==> config.mk <==
export PLATFORM = sky130hd
export DESIGN_NAME = counter_sched_flat
export DESIGN_NICKNAME = d
export VERILOG_FILES = /design/src/rtl/counter_sched_pkg.sv /design/src/rtl/counter_sched_if.sv /design/src/rtl/counter_sched_sat_counter.sv /design/src/rtl/counter_sched.sv /design/src/flat_wrapper.sv
export SDC_FILE = /design/constraint.sdc
export NUM_CORES = 1
export LEC_CHECK = 0
export CELL_PAD_IN_SITES_DETAIL_PLACEMENT = 1
export CELL_PAD_IN_SITES_GLOBAL_PLACEMENT = 1
export CORE_MARGIN = 1.5
export CORE_UTILIZATION = 39
export DETAILED_ROUTE_END_ITERATION = 10
export PLACE_DENSITY_LB_ADDON = 0.3
export SYNTH_ARGS = -nofsm -noshare
export SYNTH_HDL_FRONTEND = slang
export SYNTH_SLANG_ARGS = --single-unit
export TNS_END_PERCENT = 10
==> constraint.sdc <==
create_clock -name clk -period 5.9 [get_ports clk]
set_input_delay 1.18 -clock clk [delete_from_list [all_inputs] [get_ports clk]]
set_output_delay 1.18 -clock clk [all_outputs]
set_load 0.03 [all_outputs]
==> src/rtl/counter_sched_pkg.sv <==
// Shared op encodings, FSM state type and arbitration helper for counter_sched.
// Pure declarations: no latency, no flow control.
package counter_sched_pkg;

    typedef enum logic [1:0] {
        OP_NOP = 2'b00,
        OP_INC = 2'b01,
        OP_DEC = 2'b10,
        OP_CLR = 2'b11
    } op_t;

    typedef enum logic {
        S_IDLE = 1'b0,
        S_EXEC = 1'b1
    } state_t;

    // A lone requester always wins; a tie goes to whoever rr_ptr names.
    function automatic logic pick_winner(input logic [1:0] req, input logic rr_ptr);
        logic win;
        case (req)
            2'b10:   win = 1'b1;
            2'b11:   win = rr_ptr;
            default: win = 1'b0;
        endcase
        return win;
    endfunction

endpackage

==> src/rtl/counter_sched_if.sv <==
// Request/op/grant bundle plus counter status between two requesters and counter_sched.
// Combinational wires only; req is held by a requester until its gnt pulse.
interface counter_sched_if #(
    parameter int WIDTH = 8
);
    logic [1:0]       req;
    logic [1:0]       op0;
    logic [1:0]       op1;
    logic [1:0]       gnt;
    logic [WIDTH-1:0] count;
    logic             at_max;
    logic             at_zero;
    logic             err;

    modport master (
        output req, op0, op1,
        input  gnt, count, at_max, at_zero, err
    );

    modport slave (
        input  req, op0, op1,
        output gnt, count, at_max, at_zero, err
    );
endinterface

==> src/rtl/counter_sched_sat_counter.sv <==
// Saturating 0..LIMIT counter applying one op when en is high; result visible next cycle.
// No backpressure: an illegal INC/DEC holds the count and sets the sticky err flag.
module sat_counter
    import counter_sched_pkg::*;
#(
    parameter int WIDTH = 8,
    parameter int LIMIT = 9
) (
    input  logic             clk,
    input  logic             rst,
    input  logic             en,
    input  op_t              op,
    output logic [WIDTH-1:0] count,
    output logic             at_max,
    output logic             at_zero,
    output logic             err
);

    localparam logic [WIDTH-1:0] LIM = WIDTH'(LIMIT);
    localparam logic [WIDTH-1:0] ONE = WIDTH'(1);

    always_ff @(posedge clk) begin
        if (rst) begin
            count <= '0;
            err   <= 1'b0;
        end else if (en) begin
            case (op)
                OP_INC: begin
                    if (count < LIM) count <= count + ONE;
                    else             err   <= 1'b1;
                end
                OP_DEC: begin
                    if (count != '0) count <= count - ONE;
                    else             err   <= 1'b1;
                end
                OP_CLR:  count <= '0;
                default: count <= count;
            endcase
        end
    end

    assign at_max  = (count == LIM);
    assign at_zero = (count == '0);

    always @(posedge clk) begin
        if (!rst) assert (count <= LIM);
    end

endmodule

==> src/rtl/counter_sched.sv <==
// Two-requester round-robin scheduler for a shared saturating counter; gnt one cycle after req, count one cycle later.
// At most one op per two cycles; a requester holds req until its grant pulse.
module counter_sched
    import counter_sched_pkg::*;
#(
    parameter int WIDTH = 8,
    parameter int LIMIT = 9
) (
    input  logic                 clk,
    input  logic                 rst,
    counter_sched_if.slave       bus
);

    if (longint'(LIMIT) >= (longint'(1) << WIDTH)) begin : g_bad_limit
        $error("counter_sched: LIMIT must be below 2**WIDTH");
    end
    if ($bits(bus.count) != WIDTH) begin : g_bad_if_width
        $error("counter_sched: interface WIDTH differs from module WIDTH");
    end

    state_t state;
    state_t state_nxt;
    logic   winner;
    logic   winner_nxt;
    logic   rr_ptr;
    op_t    lat_op;
    op_t    lat_op_nxt;
    logic   exec_en;

    always_ff @(posedge clk) begin
        if (rst) state <= S_IDLE;
        else     state <= state_nxt;
    end

    always_comb begin
        state_nxt = state;
        case (state)
            S_IDLE:  if (bus.req != 2'b00) state_nxt = S_EXEC;
            S_EXEC:  state_nxt = S_IDLE;
            default: state_nxt = S_IDLE;
        endcase
    end

    // Outputs depend on registered state/winner only, never on live inputs.
    always_comb begin
        bus.gnt = 2'b00;
        exec_en = 1'b0;
        if (state == S_EXEC) begin
            exec_en = 1'b1;
            bus.gnt = winner ? 2'b10 : 2'b01;
        end
    end

    always_comb begin
        winner_nxt = pick_winner(bus.req, rr_ptr);
        lat_op_nxt = winner_nxt ? op_t'(bus.op1) : op_t'(bus.op0);
    end

    always_ff @(posedge clk) begin
        if (rst) begin
            winner <= 1'b0;
            lat_op <= OP_NOP;
            rr_ptr <= 1'b0;
        end else begin
            if (state == S_IDLE && bus.req != 2'b00) begin
                winner <= winner_nxt;
                lat_op <= lat_op_nxt;
            end
            if (state == S_EXEC) rr_ptr <= ~winner;
        end
    end

    sat_counter #(
        .WIDTH (WIDTH),
        .LIMIT (LIMIT)
    ) u_cnt (
        .clk     (clk),
        .rst     (rst),
        .en      (exec_en),
        .op      (lat_op),
        .count   (bus.count),
        .at_max  (bus.at_max),
        .at_zero (bus.at_zero),
        .err     (bus.err)
    );

endmodule

==> src/flat_wrapper.sv <==
// flat-port wrapper written by rule: the top's interface ports become plain ports
module counter_sched_flat import counter_sched_pkg::*;
#(
    parameter int WIDTH = 8,
    parameter int LIMIT = 9
)
  (clk, rst, bus_req, bus_op0, bus_op1, bus_gnt, bus_count, bus_at_max, bus_at_zero, bus_err);
  counter_sched_if #(.WIDTH(WIDTH)) bus_i ();
  input  logic clk;
  input  logic rst;
  input wire logic [$bits(bus_i.req)-1:0] bus_req;
  input wire logic [$bits(bus_i.op0)-1:0] bus_op0;
  input wire logic [$bits(bus_i.op1)-1:0] bus_op1;
  output wire logic [$bits(bus_i.gnt)-1:0] bus_gnt;
  output wire logic [$bits(bus_i.count)-1:0] bus_count;
  output wire logic [$bits(bus_i.at_max)-1:0] bus_at_max;
  output wire logic [$bits(bus_i.at_zero)-1:0] bus_at_zero;
  output wire logic [$bits(bus_i.err)-1:0] bus_err;
  assign bus_i.req = bus_req;
  assign bus_i.op0 = bus_op0;
  assign bus_i.op1 = bus_op1;
  assign bus_gnt = bus_i.gnt;
  assign bus_count = bus_i.count;
  assign bus_at_max = bus_i.at_max;
  assign bus_at_zero = bus_i.at_zero;
  assign bus_err = bus_i.err;
  counter_sched #(.WIDTH(WIDTH), .LIMIT(LIMIT)) u_core (.clk(clk), .rst(rst), .bus(bus_i));
endmodule
==> metrics.txt <==
status=completed; final net count=142; Setup violations, final=0; Initial DRC Count=18; synthesized instance count=112; RSZ-0062 raised after global routing=false; FP Rows=17; fin cells=157; DR pass1 iterations=4; crit path from=u_core.u_cnt.count[4]; Synth warnings=0; Synth Area in Adders=5.214%; vias per inst=5.834; Post-Syn Area=935.9 um^2; fraction of synthesized area in multiplexers=4.412%; # Post-CTS Setup Buffers=0; total vias in the final route=916; Tot Pwr=0.2218 mW; EDFF count, synth=0; setup TNS=0 ns; DRC viols=0; HP Class=reg -> reg; ys flop type=dfxtp_1; syn_nets=123; Switch Pwr=0.07278 mW; initial antenna violation count=0; Avg Inst Size Synth=8.356 um^2; Worst-path clk slew=0.09 ns; dpl hpwl=1.917 mm; Worst Path Arrival=2.26 ns; Flop pwr share=47.7%; CTS tree=done; Hold Buf Count CTS=0; Final ANT Viol Nets=0; total gr overflow=0; max-cap check violation count=0; area occupied by registers=280.3 um^2; Rel. slew slack=57.71%; Clock power frac=25.7%; # diodes=0; PwrDens=190.0 mW/mm^2; Post-Synth Simple-Gate Area=25.53%; final count of hold timing violations=0; Detailed Route WL=2.573 mm; Final Max Slew Viols=0; crit start category=flip-flop; CTS max path bufs=2; Sw Ratio=32.81%; period utilization=58.34%; Compound-Gate Fraction of Synth Area=26.47%; most frequent cells in the layout=clkdlybuf4s50_1, nor2_1, dfxtp_1; Yosys cell types=42; crit path time final=3.442 ns; WL/cell=16.39 um; post-synthesis register bit count=14; first-pass GRT wire length=4.181 mm; Worst VDD drop=0.09285 mV; share of layout cells above drive strength 1=10.85%; placed cells=154; internal power=0.1490 mW; Resize count post-CTS=0; I/O pin count=21; skew final=0.001122 ns; Chip Width=51.99 um; Leakage=0.4501 nW; crit path max fanout=10; fraction of registers with async set/reset=0%; kind of critical path=reg -> out; gpl congestion=0.7856; Filler Cell Count=286; core area=0.002233 mm^2; largest family of logic cells by synthesized area=compound AO/OA/AOI/OAI gates; Synth Area in XOR/XNOR=3.743%; Die Ht=51.99 um; number of port buffers=20; largest net degree at the start of global routing=11; Clock Latency Late Sink=0.29 ns; Min-Delay Startpoint=u_core.winner; GRT Total Usage=21.44%; most common cell after layout, fill and taps aside=clkdlybuf4s50_1; crit end category=output pin; Die ar.=0.002702 mm^2; CTS Sinks=14; Tightest Pin Transition=0.6316 ns; crit-path max cell delay=0.72 ns; initial core utilization=41.90%; # H-tree levels=1; via count of the first global-routing pass=931; Syn-to-layout area delta=24.73%; Worst Path Required=4.72 ns; combinational fraction of design power=26.6%; worst r2r src=u_core.lat_op[0]; highest-delay cell along the critical path=clkdlybuf4s50_1; f_max=290.5 MHz; root buf cell=clkbuf_4; area of the multi-input gates=611.8 um^2; total CTS buffers=3; Seq/Total Area, Yosys=29.95%; critical path cell sequence=nor4_2 -> nand2_1 -> nor3_1 -> clkdlybuf4s50_1
==> cells in the mapped netlist, types with 2 or more instances <==
master | count | area (um^2)
inv_1 | 3 | 11.26
nor3_1 | 2 | 10.01
dfxtp_1 | 14 | 280.3
o21ba_2 | 2 | 20.02
clkbuf_1 | 5 | 18.77
nand2_1 | 8 | 30.03
a211oi_1 | 2 | 15.01
a21oi_1 | 5 | 25.02
mux2i_1 | 3 | 30.03
nand2b_1 | 3 | 18.77
nor2_1 | 15 | 56.30
and2_1 | 2 | 12.51
a31oi_1 | 2 | 12.51
nor4b_1 | 2 | 17.52
ha_1 | 3 | 37.54
a22o_1 | 5 | 43.79
xnor2_1 | 4 | 35.03
o21a_1 | 2 | 15.01
o21ai_0 | 4 | 20.02
nor2b_1 | 4 | 25.02
==> worst max-delay path: cells and delay by family, from the launching register on <==
kind,cells,cell delay (ns)
buffers and inverters,1,0.72
flip-flops,1,0.43
AND/OR/NAND/NOR,3,0.83
==> worst paths after layout <==
kind,slack (ns),depth (start not counted),endpoint
setup / recovery,2.46,4,bus_at_zero
setup reg to reg,3.01,8,u_core.u_cnt.count[7]
hold / removal,0.52,2,u_core.winner
hold reg to reg,0.52,2,u_core.winner
==> layer usage <==
layer | GRT usage, % | up-vias | part of all wire (%) | routed length, um
met4 | 11.40 | 0 | 2.1 | 53
li1 | - | 449 | - | -
met5 | 0 | - | 0 | 0
met2 | 37.97 | 20 | 53 | 1359
met3 | 4.023 | 7 | 3.3 | 84
met1 | 23.94 | 440 | 42 | 1076
==> logic make-up after synthesis <==
group | Yosys count
AND/OR/NAND/NOR | 44
AO/OA/AOI/OAI | 32
flip-flops | 14
buffers and inverters | 10
XOR/XNOR | 4
multiplexers | 4
adder cells (fa/ha/maj) | 4
==> area by class of cell <==
type	count	area share (%)
inverters	4	1.501
repair buffers	20	17.15
flip-flops and latches	14	24.01
clock buffers	3	1.929
multi-input cells	88	52.41
well taps	28	3.001
==> per-stage QoR <==
stage                     utilization, %  hold slack, ns  area [um^2]  worst slack (ns)
after floorplan                        -          0.4691        935.9             2.917
after global placement             51.26          0.4490         1145             2.863
after detailed placement           51.26          0.5000         1145             2.781
after CTS                          52.27          0.5224         1167             2.444
after global routing               52.27          0.5743         1167             2.325
final                              52.27          0.5179         1167             2.458
==> power groups by stage <==
stage	combinational [mW]	clock [mW]	sequential (mW)
2_1_floorplan	0.0394	0	0.108
3_3_place_gp	0.0564	0	0.107
3_5_place_dp	0.0587	0	0.108
4_1_cts	0.0593	0.0584	0.106
5_1_grt	0.0640	0.0623	0.107
6_report	0.0590	0.0570	0.106
==> flip-flops by register name, indices dropped and copies added, names as in the netlist <==
name / flops
u_core.u_cnt.count: 8
u_core.u_cnt.err: 1
u_core.winner: 1
u_core.state: 1
u_core.lat_op: 2
u_core.rr_ptr: 1
Power figures use the tool's default switching activity.
==> edit 1: new RTL, config.mk and constraints unchanged <==
`WIDTH` is set to 8 in 4 places; all go to 9.
--- a/src/rtl/counter_sched_if.sv
+++ b/src/rtl/counter_sched_if.sv
@@ -1,7 +1,7 @@
 // Request/op/grant bundle plus counter status between two requesters and counter_sched.
 // Combinational wires only; req is held by a requester until its gnt pulse.
 interface counter_sched_if #(
-    parameter int WIDTH = 8
+    parameter int WIDTH = 9
 );
     logic [1:0]       req;
     logic [1:0]       op0;
--- a/src/rtl/counter_sched_sat_counter.sv
+++ b/src/rtl/counter_sched_sat_counter.sv
@@ -3,7 +3,7 @@
 module sat_counter
     import counter_sched_pkg::*;
 #(
-    parameter int WIDTH = 8,
+    parameter int WIDTH = 9,
     parameter int LIMIT = 9
 ) (
     input  logic             clk,
--- a/src/rtl/counter_sched.sv
+++ b/src/rtl/counter_sched.sv
@@ -3,7 +3,7 @@
 module counter_sched
     import counter_sched_pkg::*;
 #(
-    parameter int WIDTH = 8,
+    parameter int WIDTH = 9,
     parameter int LIMIT = 9
 ) (
     input  logic                 clk,
--- a/src/flat_wrapper.sv
+++ b/src/flat_wrapper.sv
@@ -1,7 +1,7 @@
 // flat-port wrapper written by rule: the top's interface ports become plain ports
 module counter_sched_flat import counter_sched_pkg::*;
 #(
-    parameter int WIDTH = 8,
+    parameter int WIDTH = 9,
     parameter int LIMIT = 9
 )
   (clk, rst, bus_req, bus_op0, bus_op1, bus_gnt, bus_count, bus_at_max, bus_at_zero, bus_err);
Interface: changed (resized bus_count); port bits go from 21 to 22. The function was not compared with the original's and may differ.
==> edit 1 against the original RTL <==
  * Combinational power up 17%
  * Wire length rose by 14%
  * Total power grew 12%
  * Largest power group unchanged
  * Area after synthesis grew 10%
  * Largest cell class unchanged
  * Setup slack worse by 0.17 ns
  * Cell area rose by 10%
  * Sequential power grew 8%
  * Sequential cell count grew 1
==> edit 1: results (changes against the original RTL) <==
| Metric | Value |
|---|---|
| Number of global-route vias before repair | `991 (+6.4%)` |
| Vias | `1054 (+15%)` |
| Metal3 WL | `94 um (+12%)` |
| Most instantiated cells after synthesis | `nor2_1, dfxtp_1, nand2_1` |
| RR Endpoint | `u_core.u_cnt.count[8]` |
| Hold Path End | `u_core.u_cnt.err` |
| Crit path time final | `3.61 ns (+0.172 ns)` |
| Rel. slew slack | `62.3% (+4.6 points)` |
| Share of cells above drive strength 1 | `12.0% (+1.1 points)` |
| Mapped cell area | `1030 um2 (+10%)` |
| Max reg flops | `9 (+1)` |
| Power in combinational cells | `0.0690 mW (+17%)` |
| Clock skew | `0.00506 ns (+0.00394 ns)` |
| DP Worst Slack | `2.66 ns (-0.122 ns)` |
| Clock share of power | `26.5% (+0.8 points)` |
| Reg2reg path depth | `9 (+1)` |
| Clk_lat worst skew | `0.31 ns (+0.02 ns)` |
| Largest net degree at the start of global routing | `16 (+5)` |
| Status | `finished clean` |
| Net Count, Synth | `141 (+15%)` |
| Sequential share of the synthesized area | `29.1% (-0.86 points)` |
| GRT Util Overall | `22.2% (+0.75 points)` |
| Met1 Wirelength | `1270 um (+18%)` |
| IO buf count | `21 (+5.0%)` |
| Worst hold margin | `0.497 ns (-0.0212 ns)` |
| Gate count after technology mapping | `131 (+17%)` |
-- edit 1: cell type report --
cell class / instances / area [um2]
Fill cell: 321 / 1220
Inverter: 2 / 7.51
Timing Repair Buffer: 21 / 210
Tap cell: 30 / 37.5
Sequential cell: 15 / 300
Clock buffer: 4 / 26.3
Multi-Input combinational cell: 108 / 702
-- edit 1: worst reg2reg max path, stage by stage, from the launching register on --
cell      delay (ns)
dfxtp_1         0.47
nand2b_2        0.26
xnor2_1         0.20
ha_1            0.25
nor3_1          0.25
o21bai_1        0.13
a41oi_1         0.25
mux2i_1         0.24
mux2i_1         0.20
a21oi_1         0.07
-- edit 1: logic make-up after synthesis --
| family | Yosys count | share of synthesized area, % |
|---|---|---|
| and+or+nand+nor | 61 | 29.8 |
| AOI/OAI and AO/OA | 36 | 27.4 |
| DFF | 15 | 29.1 |
| buffers and inverters | 8 | 2.91 |
| muxes | 6 | 5.82 |
| xor gates and xnor gates | 3 | 2.55 |
| adders and majority gates | 2 | 2.42 |
==> edit 2: new RTL, config.mk and constraints unchanged <==
Made on the original files. Make the reset (`rst`) asynchronous in 3 clocked blocks.
--- a/src/rtl/counter_sched_sat_counter.sv
+++ b/src/rtl/counter_sched_sat_counter.sv
@@ -19,7 +19,7 @@
     localparam logic [WIDTH-1:0] LIM = WIDTH'(LIMIT);
     localparam logic [WIDTH-1:0] ONE = WIDTH'(1);
 
-    always_ff @(posedge clk) begin
+    always_ff @(posedge clk or posedge rst) begin
         if (rst) begin
             count <= '0;
             err   <= 1'b0;
--- a/src/rtl/counter_sched.sv
+++ b/src/rtl/counter_sched.sv
@@ -27,7 +27,7 @@
     op_t    lat_op_nxt;
     logic   exec_en;
 
-    always_ff @(posedge clk) begin
+    always_ff @(posedge clk or posedge rst) begin
         if (rst) state <= S_IDLE;
         else     state <= state_nxt;
     end
@@ -56,7 +56,7 @@
         lat_op_nxt = winner_nxt ? op_t'(bus.op1) : op_t'(bus.op0);
     end
 
-    always_ff @(posedge clk) begin
+    always_ff @(posedge clk or posedge rst) begin
         if (rst) begin
             winner <= 1'b0;
             lat_op <= OP_NOP;
Behaviour: differs if rst is asserted again (counterexample within 4 cycles, from zero or initial values and one cycle with rst high); with rst held inactive, the same outputs for 10 cycles.
==> edit 2 against the original RTL <==
  * Setup slack improved by 0.030 ns
  * Area after synthesis increased by 22%
  * Die area increased by 20%
  * Count of clock-buffer cells in the layout unchanged
  * Cell area increased by 18%
  * Fmax increased by 0.87%
  * Sequential cell count unchanged
  * Non-clock buffer count increased by 1
  * Wire length increased by 14%
Power is not compared: it rests on default switching activity, and its combinational part moved more than twofold at a synthesized area within 25%.
==> edit 2: results (changes against the original RTL) <==
| Metric | Value |
|---|---|
| Sequential share of the synthesized area | `30.8% (+0.86 points)` |
| Reg2reg path depth | `9 (+1)` |
| Clk_lat worst skew | `~0.28 ns` |
| Worst-path fanout max | `10 (unchanged)` |
| Final nets | `168 (+18%)` |
| Most instantiated cells after synthesis | `o21ai_0, dfrtp_1, inv_1` |
| IO buf count | `20 (unchanged)` |
| Worst VDD drop | `approximately 230 uV` |
| Post-DP HPWL | `2310 um (+20%)` |
| Rel. slew slack | `49.6% (-8.1 points)` |
| GRT Util Overall | `20.9% (-0.56 points)` |
| Fin. max-slew vios | `0 (unchanged)` |
| Final wirelength | `2930 um (+14%)` |
| Biggest regs | `u_core.u_cnt.count (8), u_core.lat_op (2)` |
| Net Count, Synth | `148 (+20%)` |
| Synth unique cells | `47 (+12%)` |
| RR Endpoint | `u_core.u_cnt.count[7]` |
| Number of global-route vias before repair | `1134 (+22%)` |
| Reg2reg start | `u_core.lat_op[0]` |
| Gr ovfl total | `0 (unchanged)` |
| First-pass GRT wire length | `5330 um (+28%)` |
| Clock transition at path regs | `about 0.08 ns` |
| Routability cong. | `0.813 (+3.5%)` |
| Vias/cell | `5.94 (+1.8%)` |
| Share of cells above drive strength 1 | `6.00% (-4.9 points)` |
| Hold path cells | `1 (-1)` |
| Initial antenna violation count | `0 (unchanged)` |
| Status | `finished clean` |
| Hold Path End | `u_core.u_cnt.err` |
| CTS resizes | `0 (unchanged)` |
| Hold_sp | `u_core.u_cnt.err` |
| R2R Setup Slk | `2.91 ns (-0.10 ns)` |
| Largest net degree at the start of global routing | `22 (+11)` |
| Async set or reset register ratio after synthesis | `100% (+100 points)` |
| Worst path arrival time | `2.23 ns (-0.03 ns)` |
| Yosys Warn Count | `0 (unchanged)` |
| Largest cells by area after synthesis | `dfrtp_1, ha_1, o21ai_0` |
| Pre-antenna DRT Iters | `4 (unchanged)` |
| Clock skew | `0.00309 ns (+0.00197 ns)` |
| Yosys top cell by area | `dfrtp_1` |
| Post-CTS Setup Repair Bufs | `0 (unchanged)` |
| Hold Path Class | `flip-flop to flip-flop` |
| DRT iter0 DRCs | `35 (+17)` |
| Leakage | `0.579 nW` |
| DRC viols | `0 (unchanged)` |
| Maximum buffer depth of the clock tree | `2 (unchanged)` |
| H-tree levels | `1 (unchanged)` |
| Filler instances | `335 (+17%)` |
| Diode count | `0 (unchanged)` |
| CTS Root Cell | `clkbuf_4` |
| Num CTS Buffers | `3 (unchanged)` |
[edit 2: cell count changes after synthesis, sizes merged, moves of 3 or more]
| cell | delta |
|---|---|
| dfrtp | +14 |
| dfxtp | -14 |
| o21ai | +12 |
| inv | +8 |
| nor2 | -6 |
| a22o | -5 |
| ha | +5 |
| buf | +4 |
| clkbuf | -4 |
| nand2b | +4 |
| nor2b | -3 |
[edit 2: power breakdown]
group	total, mW	leakage, nW	internal [mW]	switching (mW)
clock network	0.0539	0.0138	0.0237	0.0302
logic	0.352	0.401	0.147	0.204
registers	0.191	0.164	0.126	0.0644
[edit 2: worst max path at each step]
| stage | cells after the start | end | slack (ns) | from |
|---|---|---|---|---|
| 3_3_place_gp | 3 | bus_at_max | 2.85 | u_core.u_cnt.count[4] |
| 5_1_grt | 3 | bus_at_max | 2.36 | u_core.u_cnt.count[4] |
| 6_report | 3 | bus_at_max | 2.49 | u_core.u_cnt.count[4] |
| 4_1_cts | 3 | bus_at_max | 2.47 | u_core.u_cnt.count[4] |
| 3_5_place_dp | 3 | bus_at_max | 2.79 | u_core.u_cnt.count[4] |
| 2_1_floorplan | 12 | u_core.u_cnt.count[6] | 3.29 | u_core.lat_op[0] |
[edit 2: critical path, cell delays in order, from the launching register on]
cell and delay [ns]:
dfrtp_1 0.49, nor4_1 0.52, and4_1 0.27, clkdlybuf4s50_1 0.68
[edit 2: routing by layer]
metal	track usage, %	vias up	share of wire [%]
li1	-	517	-
met1	27.8	529	44
met2	35.3	23	52
met3	2.27	6	3.0
met4	7.31	0	1.6
met5	0	-	0
[edit 2: metrics by stage]
stage / power [mW] / hold slack (ns) / area (um2) / setup WS, ns / cells
after CTS: 0.601 / 0.485 / 1380 / 2.47 / 181
after global placement: 0.531 / 0.458 / 1360 / 2.85 / 178
after floorplan: 0.430 / 0.444 / 1140 / 3.29 / 132
after global routing: 0.652 / 0.505 / 1380 / 2.36 / 181
final: 0.596 / 0.482 / 1380 / 2.49 / 181
after detailed placement: 0.544 / 0.461 / 1360 / 2.79 / 178
[edit 2: kinds of logic (layout without fill, tap and decap cells)]
kind of cell	count (synthesis)	in the layout	synth area share (%)
XOR/XNOR	4	4	3.08
buffers and inverters	18	36	6.38
AO/OA/AOI/OAI	39	39	23.7
multiplexers	3	3	2.64
AND/OR/NAND/NOR	46	46	24.6
flip-flops	14	14	30.8
adder cells (fa/ha/maj)	8	8	8.80
[edit 2: area by class of cell]
type / instances / area share [%]
multi-input cells: 100 / 51.8
well taps: 31 / 2.81
clock buffers: 3 / 1.63
repair buffers: 21 / 15.1
flip-flops and latches: 14 / 25.4
inverters: 12 / 3.27
